## src/rtl/status_tx_reporter_if.sv

```systemverilog
// rtl/status_tx_reporter_if.sv - UART rx/tx handshake bundle for the status reporter
interface status_tx_reporter_if;
  logic [7:0] rx_data;
  logic       new_rx_data;
  logic [7:0] tx_data;
  logic       new_tx_data;
  logic       tx_busy;
  logic       frame_active;

  modport master (
    input  rx_data, new_rx_data, tx_busy,
    output tx_data, new_tx_data, frame_active
  );

  modport slave (
    output rx_data, new_rx_data, tx_busy,
    input  tx_data, new_tx_data, frame_active
  );
endinterface

```

## src/rtl/status_tx_reporter.sv

```systemverilog
// rtl/status_tx_reporter.sv - ASCII status frame serialiser feeding uart_tx
module status_tx_reporter #(
  parameter int          AUTO_REPORT = 1,
  parameter int unsigned HOLDOFF     = 16
) (
  input  logic                        clk,
  input  logic                        rst,
  status_tx_reporter_if.master        bus,
  input  logic [5:0]                  tdc_enable,
  input  logic [5:0]                  soft_reset,
  input  logic                        pause,
  input  logic                        go_home
);

  localparam logic [15:0] HOLDOFF_LD = 16'(HOLDOFF);

  typedef enum logic [2:0] {IDLE, LOAD, STROBE, WAIT_ACK, DONE} state_t;

  state_t      state, state_nxt;
  logic [2:0]  idx;
  logic        ack_dly;
  logic        pending, pending_q, rst_seen;
  logic [7:0]  shadow;
  logic [5:0]  snap_en;
  logic        snap_pause, snap_gh, snap_rst;
  logic [15:0] holdoff_cnt;
  logic [7:0]  tx_data_r;
  logic [7:0]  frame_byte;
  logic [7:0]  status_now;
  logic        leave_idle, query, rst_rise, auto_trig;

  function automatic logic [7:0] hex_char(input logic [3:0] n);
    return (n < 4'd10) ? (8'h30 + {4'h0, n}) : (8'h37 + {4'h0, n});
  endfunction

  assign status_now = {tdc_enable, pause, go_home};
  assign leave_idle = (state == IDLE) && (state_nxt == LOAD);
  assign query      = bus.new_rx_data && (bus.rx_data == 8'h3F);
  // A strobe arriving while the snapshot clears rst_seen still counts as a fresh rise.
  assign rst_rise   = (|soft_reset) && (!rst_seen || leave_idle);
  assign auto_trig  = (AUTO_REPORT != 0) &&
                      (((status_now != shadow) && !leave_idle) || rst_rise);

  always_comb begin
    state_nxt = state;
    case (state)
      IDLE:     if (pending && (pending_q || holdoff_cnt == 16'd0)) state_nxt = LOAD;
      LOAD:     state_nxt = STROBE;
      STROBE:   if (!bus.tx_busy) state_nxt = WAIT_ACK;
      WAIT_ACK: if (!ack_dly && !bus.tx_busy) state_nxt = (idx == 3'd4) ? DONE : LOAD;
      DONE:     state_nxt = IDLE;
      default:  state_nxt = IDLE;
    endcase
  end

  always_comb begin
    frame_byte = 8'h53;
    case (idx)
      3'd1:    frame_byte = hex_char({2'b00, snap_en[5:4]});
      3'd2:    frame_byte = hex_char(snap_en[3:0]);
      3'd3:    frame_byte = hex_char({1'b0, snap_rst, snap_gh, snap_pause});
      3'd4:    frame_byte = 8'h0A;
      default: frame_byte = 8'h53;
    endcase
  end

  assign bus.tx_data      = tx_data_r;
  assign bus.new_tx_data  = (state == STROBE) && !bus.tx_busy;
  assign bus.frame_active = (state == LOAD) || (state == STROBE) || (state == WAIT_ACK);

  always_ff @(posedge clk or posedge rst) begin
    if (rst) begin
      state       <= IDLE;
      idx         <= 3'd0;
      ack_dly     <= 1'b0;
      pending     <= 1'b0;
      pending_q   <= 1'b0;
      rst_seen    <= 1'b0;
      shadow      <= 8'h00;
      snap_en     <= 6'h00;
      snap_pause  <= 1'b0;
      snap_gh     <= 1'b0;
      snap_rst    <= 1'b0;
      holdoff_cnt <= 16'd0;
      tx_data_r   <= 8'h00;
    end else begin
      state     <= state_nxt;
      pending   <= (pending && !leave_idle) || query || auto_trig;
      pending_q <= (pending_q && !leave_idle) || query;
      rst_seen  <= (|soft_reset) || (rst_seen && !leave_idle);

      if (leave_idle) begin
        idx        <= 3'd0;
        snap_en    <= tdc_enable;
        snap_pause <= pause;
        snap_gh    <= go_home;
        snap_rst   <= rst_seen;
        shadow     <= status_now;
      end else if (state == WAIT_ACK && state_nxt == LOAD) begin
        idx <= idx + 3'd1;
      end

      if (state == LOAD) tx_data_r <= frame_byte;

      // uart_tx raises busy one cycle after the strobe, so skip that cycle.
      if (state == STROBE && !bus.tx_busy) ack_dly <= 1'b1;
      else if (state == WAIT_ACK)          ack_dly <= 1'b0;

      if (state == DONE)              holdoff_cnt <= HOLDOFF_LD;
      else if (holdoff_cnt != 16'd0)  holdoff_cnt <= holdoff_cnt - 16'd1;
    end
  end

endmodule

```

## src/flat_wrapper.sv

```systemverilog
// flat-port wrapper written by rule: the top's interface ports become plain ports
module status_tx_reporter_flat 
#(
  parameter int          AUTO_REPORT = 1,
  parameter int unsigned HOLDOFF     = 16
)
  (clk, rst, tdc_enable, soft_reset, pause, go_home, bus_rx_data, bus_new_rx_data, bus_tx_busy, bus_tx_data, bus_new_tx_data, bus_frame_active);
  status_tx_reporter_if bus_i ();
  input  logic clk;
  input  logic rst;
  input  logic [5:0] tdc_enable;
  input  logic [5:0] soft_reset;
  input  logic pause;
  input  logic go_home;
  input wire logic [$bits(bus_i.rx_data)-1:0] bus_rx_data;
  input wire logic [$bits(bus_i.new_rx_data)-1:0] bus_new_rx_data;
  input wire logic [$bits(bus_i.tx_busy)-1:0] bus_tx_busy;
  output wire logic [$bits(bus_i.tx_data)-1:0] bus_tx_data;
  output wire logic [$bits(bus_i.new_tx_data)-1:0] bus_new_tx_data;
  output wire logic [$bits(bus_i.frame_active)-1:0] bus_frame_active;
  assign bus_i.rx_data = bus_rx_data;
  assign bus_i.new_rx_data = bus_new_rx_data;
  assign bus_i.tx_busy = bus_tx_busy;
  assign bus_tx_data = bus_i.tx_data;
  assign bus_new_tx_data = bus_i.new_tx_data;
  assign bus_frame_active = bus_i.frame_active;
  status_tx_reporter #(.AUTO_REPORT(AUTO_REPORT), .HOLDOFF(HOLDOFF)) u_core (.clk(clk), .rst(rst), .bus(bus_i), .tdc_enable(tdc_enable), .soft_reset(soft_reset), .pause(pause), .go_home(go_home));
endmodule
```

## config.mk

```make
export PLATFORM = sky130hd
export DESIGN_NAME = status_tx_reporter_flat
export DESIGN_NICKNAME = d
export VERILOG_FILES = /design/src/rtl/status_tx_reporter_if.sv /design/src/rtl/status_tx_reporter.sv /design/src/flat_wrapper.sv
export SDC_FILE = /design/constraint.sdc
export NUM_CORES = 1
export LEC_CHECK = 0
export ABC_AREA = 1
export CORE_AREA = 2 2 72 74
export CTS_CLUSTER_SIZE = 20
export DETAILED_ROUTE_END_ITERATION = 12
export DIE_AREA = 0 0 74 76
export GPL_ROUTABILITY_DRIVEN = 0
export PLACE_DENSITY_LB_ADDON = 0.1
export SKIP_LAST_GASP = 1
export SYNTH_ARGS = -nofsm -noshare
export SYNTH_HDL_FRONTEND = slang
export SYNTH_SLANG_ARGS = --single-unit
```

## constraint.sdc

```tcl
create_clock -name clk -period 1.92 [get_ports clk]
set_input_delay 0.576 -clock clk [delete_from_list [all_inputs] [get_ports clk]]
set_output_delay 0.576 -clock clk [all_outputs]
set_load 0.01 [all_outputs]
```

; ---- After elaboration in Yosys (flattened, before gate mapping)
; Cells that the tools add are included.
[totals]
register_bits = 51
in_bits = 26
out_inout_bits = 10
elab_cells = 81
[op_classes]
addsub = 8
magnitude_cmp = 3
eq_ne = 11
n_mux = 15
reduce_logical = 31
[op_table]
columns = operator, count
row1 = $mux W16, 2
row2 = $pmux W8 S4, 1
row3 = $mux W8, 3
row4 = $mux W3, 6
row5 = $logic_not A16 Y1, 1
row6 = $reduce_bool A16 Y1, 1
row7 = $sub A16 B1 Y16 const B, 1
row8 = $add A6 B2 Y7 const A, 2
row9 = $add A6 B3 Y7 const A, 2
row10 = $add A6 B4 Y7 const A, 2
row11 = $eq A3 B2 Y1 const B, 4
row12 = $pmux W3 S4, 1
row13 = $logic_and A1 B1 Y1, 11
row14 = $eq A3 B1 Y1 const B, 3
row15 = $logic_or A1 B1 Y1, 9
row16 = $eq A8 B6 Y1 const B, 1
row17 = $ne A8 B8 Y1, 1
row18 = $eq A3 B3 Y1 const B, 2
row19 = $reduce_bool A2 Y1, 3
row20 = $reduce_or A6 Y1, 1
row21 = $logic_not A1 Y1, 4
row22 = $lt A2 B4 Y1 const B, 1
row23 = $lt A3 B4 Y1 const B, 1
row24 = $lt A4 B4 Y1 const B, 1
row25 = 3 further kinds, 4

; ---- Longest topological paths before layout
[logic_depth]
depth_word = 11
depth_mapped = 11
depth_no_buf = 11

; ---- Worst setup path after synthesis
; Ideal clock, no wire load.
[synth_path]
path_type = register to register
from = register u_core.holdoff_cnt[0]
to = register u_core.pending
setup_time_ps = 121
t_arrival_ps = 1407
required_ps = 1799
path_slack_ps = 392
stages_incl_launch_ff = 11
path_buffers = 1
synth_period_minus_slack_ps = 1528
cell_sequence = dfrtp_1 -> inv_1 -> ha_1 -> nand2_2 -> nor2_2 -> nand2_2 -> nand2_4 -> nand2_4 -> buf_6 -> nand2_4 -> nand3_2
[synth_via]
elab_chain_cells = 11
elab_cells_between_ends = 15
cone_classes = eq/ne: 1 / mux: 2 / reduce/logical: 12
[synth_rtl]
columns = item, line_no
row1 = "start, declared", status_tx_reporter.sv:26  ; logic [15:0] holdoff_cnt;
row2 = "start signal, assigned", status_tx_reporter.sv:110  ; else if (holdoff_cnt != 16'd0) holdoff_cnt <= holdoff_cnt - 16'd1;
row3 = $logic_not A16 Y1 *, status_tx_reporter.sv:47  ; IDLE: if (pending && (pending_q || holdoff_cnt == 16'd0)) state_nxt = LOAD;
row4 = $logic_or A1 B1 Y1 *, status_tx_reporter.sv:47
row5 = $logic_and A1 B1 Y1 *, status_tx_reporter.sv:47
row6 = $mux W3 *, status_tx_reporter.sv:47
row7 = $pmux W3 S4 *, status_tx_reporter.sv:46  ; case (state)
row8 = $eq A3 B1 Y1 *, status_tx_reporter.sv:37  ; assign leave_idle = (state == IDLE) && (state_nxt == LOAD);
row9 = $logic_and A1 B1 Y1 *, status_tx_reporter.sv:37
row10 = $logic_not A1 Y1 or $logic_or A1 B1 Y1 (tied branches), "status_tx_reporter.sv:42, status_tx_reporter.sv:88, status_tx_reporter.sv:40"
row11 = $logic_and A1 B1 Y1 (on tied branches), "status_tx_reporter.sv:88, status_tx_reporter.sv:40, status_tx_reporter.sv:42"
row12 = $logic_or A1 B1 Y1 (on tied branches), "status_tx_reporter.sv:88, status_tx_reporter.sv:42"
row13 = $logic_or A1 B1 Y1 *, status_tx_reporter.sv:88  ; pending <= (pending && !leave_idle) || query || auto_trig;
row14 = "end signal, assigned", status_tx_reporter.sv:88
row15 = "end, declared", status_tx_reporter.sv:22  ; logic pending, pending_q, rst_seen;
; Mark *: on every way between the ends. The rest lies on a longest branch, timed or not.
; A chain may end at the register's enable or synchronous reset.

; ---- Final worst setup path
[layout_path]
from = input bus_tx_busy
to = output bus_new_tx_data
[layout_via]
elab_chain_cells = 2
[layout_rtl]
columns = item, line_no
row1 = "start, declared", flat_wrapper.sv:17  ; input wire logic [$bits(bus_i.tx_busy)-1:0] bus_tx_busy;
row2 = $logic_not A1 Y1, -
row3 = $logic_and A1 B1 Y1, status_tx_reporter.sv:68  ; assign bus.new_tx_data = (state == STROBE) && !bus.tx_busy;
row4 = "end, declared", flat_wrapper.sv:19  ; output wire logic [$bits(bus_i.new_tx_data)-1:0] bus_new_tx_data;
; No other way between the ends.

==> flow_summary.json <==
{
  "status": "finished clean",
  "met3_usage_pct": 4.10,
  "use_met1_pct": 24.1,
  "core_um2": 4910,
  "yosysTopAreaCellShare_pct": 42.0,
  "drv_slew": 0,
  "clock_sinks": 42,
  "design.die.area_um2": 5620,
  "drtPass1Iterations": 4,
  "rsz0062_at_grt": "false",
  "hold_slack_ns": 0.473,
  "cts_hold_buf": 0,
  "crit_fanout": 2,
  "synth_edf_count": 0,
  "num_vias": 2156,
  "setup_viol": 0,
  "antenna_found_initial": 0,
  "powerDensity_nw_per_um2": 1330,
  "hold_class": "reg -> reg",
  "dieHeight_um": 76,
  "final-hold-violation-count": 0,
  "p_leak_uw": 0.00152,
  "layout-drive-gt1-share_pct": 16.4,
  "synth.area.top_cells": "dfrtp_1 (42%), nand2_1 (12%), nor2_1 (7.0%), inv_1 (6.0%), ha_1 (3.5%)",
  "cts_tree": "done",
  "grt.met2_usage_pct": 37.1,
  "drc": 0,
  "grt_use_total_pct": 20.7,
  "avgRoutedWirePerCell_um": 11.5,
  "seq_area_frac_synth_pct": 42.0,
  "crit_path_max_incr_delay_ns": 0.44,
  "crit_cells": 3,
  "grt_pass1_wl_um": 9130,
  "ys_warn_count": 0,
  "cp.required_ns": 1.34,
  "finalClockSkew_ns": 0.00859,
  "synth_area_um2": 2500,
  "path_cells": "clkdlybuf4s50_1, nor2_2, clkbuf_2",
  "worstSetupStartpointType": "input pin",
  "path_class": "in -> out",
  "nets": 405,
  "clock.fmax_mhz": 540,
  "synthArstFlopShare_pct": 100,
  "antenna_cells": 0,
  "gr-total-overflow": 0,
  "period_share_pct": 96.4,
  "num_io_pins": 36,
  "whs_path_depth": 2,
  "root_buffer": "clkbuf_8",
  "grt_start_max_net_pins": 43,
  "clockBufferDepth": 2,
  "area_growth_pct": 23.8,
  "synthFlopType": "dfrtp_1",
  "synth_seq_cells": 42,
  "drt_iter0_drc": 107,
  "crit_slowest_cell": "clkdlybuf4s50_1",
  "fin_crit_ns": 1.85,
  "grt.busiest_layer": "met2",
  "end_kind": "primary output",
  "syn_inst": 321,
  "reg2reg_depth": 10,
  "fin_tns_setup_ns": 0,
  "totalWireLength_um": 5080,
  "clk_latency_ns": 0.30,
  "postRouteAntennaNets": 0,
  "cts_max_level": 2,
  "crit_buf_inv": 2,
  "portBuffers": 34,
  "dp_hpwl_um": 3920,
  "clk_pin_slew_worst_paths_ns": 0.07,
  "avgSynthCellArea_um2": 7.80,
  "viasPerCell": 4.88,
  "synth_cell_types": 37,
  "vdd_drop_max_mv": 0.678,
  "num_rows": 26,
  "numCtsBuffers": 5,
  "grt_pass1_vias": 2138,
  "nFillCells": 435,
  "maxCapViolCount": 0,
  "initial_core_util_pct": 51.0,
  "synth_top_area_cell": "dfrtp_1",
  "synth_nets": 354,
  "cp_top_family": "buffers and inverters",
  "cp.arrival_ns": 1.27,
  "die_x_um": 74
}
==> worst reg2reg max path, cell delays in order, from the launching register on <==
cell,delay [ns]
dfrtp_1,0.42
inv_1,0.10
ha_1,0.20
nand2_2,0.10
nor2_2,0.12
nand2_2,0.12
nand2_4,0.10
nand2_4,0.09
buf_4,0.19
nand2_1,0.08
o21ai_2,0.05
==> flip-flops by register name, summed over array words and instances, names as in the netlist <==
signal              flops
u_core.ack_dly          1
u_core.idx              3
u_core.pending_q        1
u_core.bus.tx_data      7
u_core.snap_en          6
u_core.rst_seen         1
u_core.holdoff_cnt     16
u_core.snap_rst         1
u_core.state            3
u_core.pending          1
u_core.shadow           2
==> synthesized netlist by cell type (2+ instances only) <==
| library cell | count |
|---|---|
| a21oi_1 | 8 |
| a21oi_2 | 2 |
| a2bb2oi_1 | 3 |
| buf_6 | 3 |
| dfrtp_1 | 42 |
| ha_1 | 7 |
| inv_1 | 40 |
| inv_2 | 2 |
| nand2_1 | 81 |
| nand2_2 | 7 |
| nand2_4 | 3 |
| nand3_1 | 9 |
| nand4_1 | 5 |
| nor2_1 | 47 |
| nor2_2 | 8 |
| nor3_1 | 7 |
| o211ai_1 | 2 |
| o21ai_0 | 11 |
| o21ai_2 | 7 |
| xnor2_1 | 5 |
| xor2_1 | 6 |
==> final timing paths <==
kind                                  startpoint               endpoint  slack [ns]
max in group asynchronous                    rst        u_core.state[2]        1.06
max                                  bus_tx_busy        bus_new_tx_data        0.07
max reg2reg                u_core.holdoff_cnt[0]      u_core.snap_en[0]        0.26
min                             u_core.pending_q       u_core.pending_q        0.47
min reg2reg                     u_core.pending_q       u_core.pending_q        0.47
min in group asynchronous                    rst  u_core.bus.tx_data[0]        0.64
==> metal layers <==
metal  up-vias  wire length (µm)
li1       1111                 -
met1       997              2160
met2        39              2660
met3         9               180
met4         0                82
met5         -                 0
==> power by group <==
part | switching [µW] | internal [µW]
clock | 304 | 244
sequential | 383 | 1270
combinational | 1040 | 868
total | 1730 | 2390
==> repair_timing <==
item	in CTS	in global routing
pin swaps	0	1
endpoints found under the setup margin	2	1
setup buffers	1	1
resized for setup	5	2
==> cells by family (layout without fill, tap and decap cells) <==
logic type	count (synthesis)	after routing	synth area share [%]
DFF	42	42	42.0
buffers and inverters	46	97	7.95
xor gates and xnor gates	11	11	3.85
adders and majority gates	7	7	3.50
AOI/OAI and AO/OA	37	37	10.0
and+or+nand+nor	177	177	32.6
other	1	1	0.150
==> final cells by class <==
cell class | count | area (µm²) | share of cell area (%)
multi-input combinational | 233 | 1260 | 40.6
sequential | 42 | 1050 | 34.0
timing repair buffer | 48 | 464 | 15.0
inverter | 42 | 158 | 5.09
tap | 70 | 87.6 | 2.83
clock buffer | 5 | 68.8 | 2.22
clock inverter | 2 | 10.0 | 0.323
==> layout by cell type (no fill, tap or decap), types with 2 or more instances in the layout <==
cell type        instances
clkinv_2                 2
a2bb2oi_1                3
a21oi_1                  8
nand2_4                  3
nor2_2                  10
nor3_1                   7
inv_1                   40
buf_4                   12
clkbuf_8                 5
ha_1                     7
inv_2                    2
o21ai_0                 11
xnor2_1                  5
nand2_2                  7
clkdlybuf4s50_1         32
nand4_1                  5
o211ai_1                 2
dfrtp_1                 41
nand3_1                  9
buf_12                   2
nand2_1                 81
nor2_1                  45
o21ai_2                  7
a21oi_2                  2
xor2_1                   6
==> through the flow <==
stage	total power, µW	util [%]	instances	cell area (µm²)	setup WS [ns]
after floorplan	2980	-	321	2500	0.370
after global placement	3520	61.2	433	3010	-0.328
after detailed placement	3570	61.2	433	3010	-0.391
after CTS	4130	63.0	441	3090	-0.0968
after global routing	4510	63.1	442	3100	0.0102
final	4120	63.1	442	3100	0.0690
(Power assumes the default switching activity.)
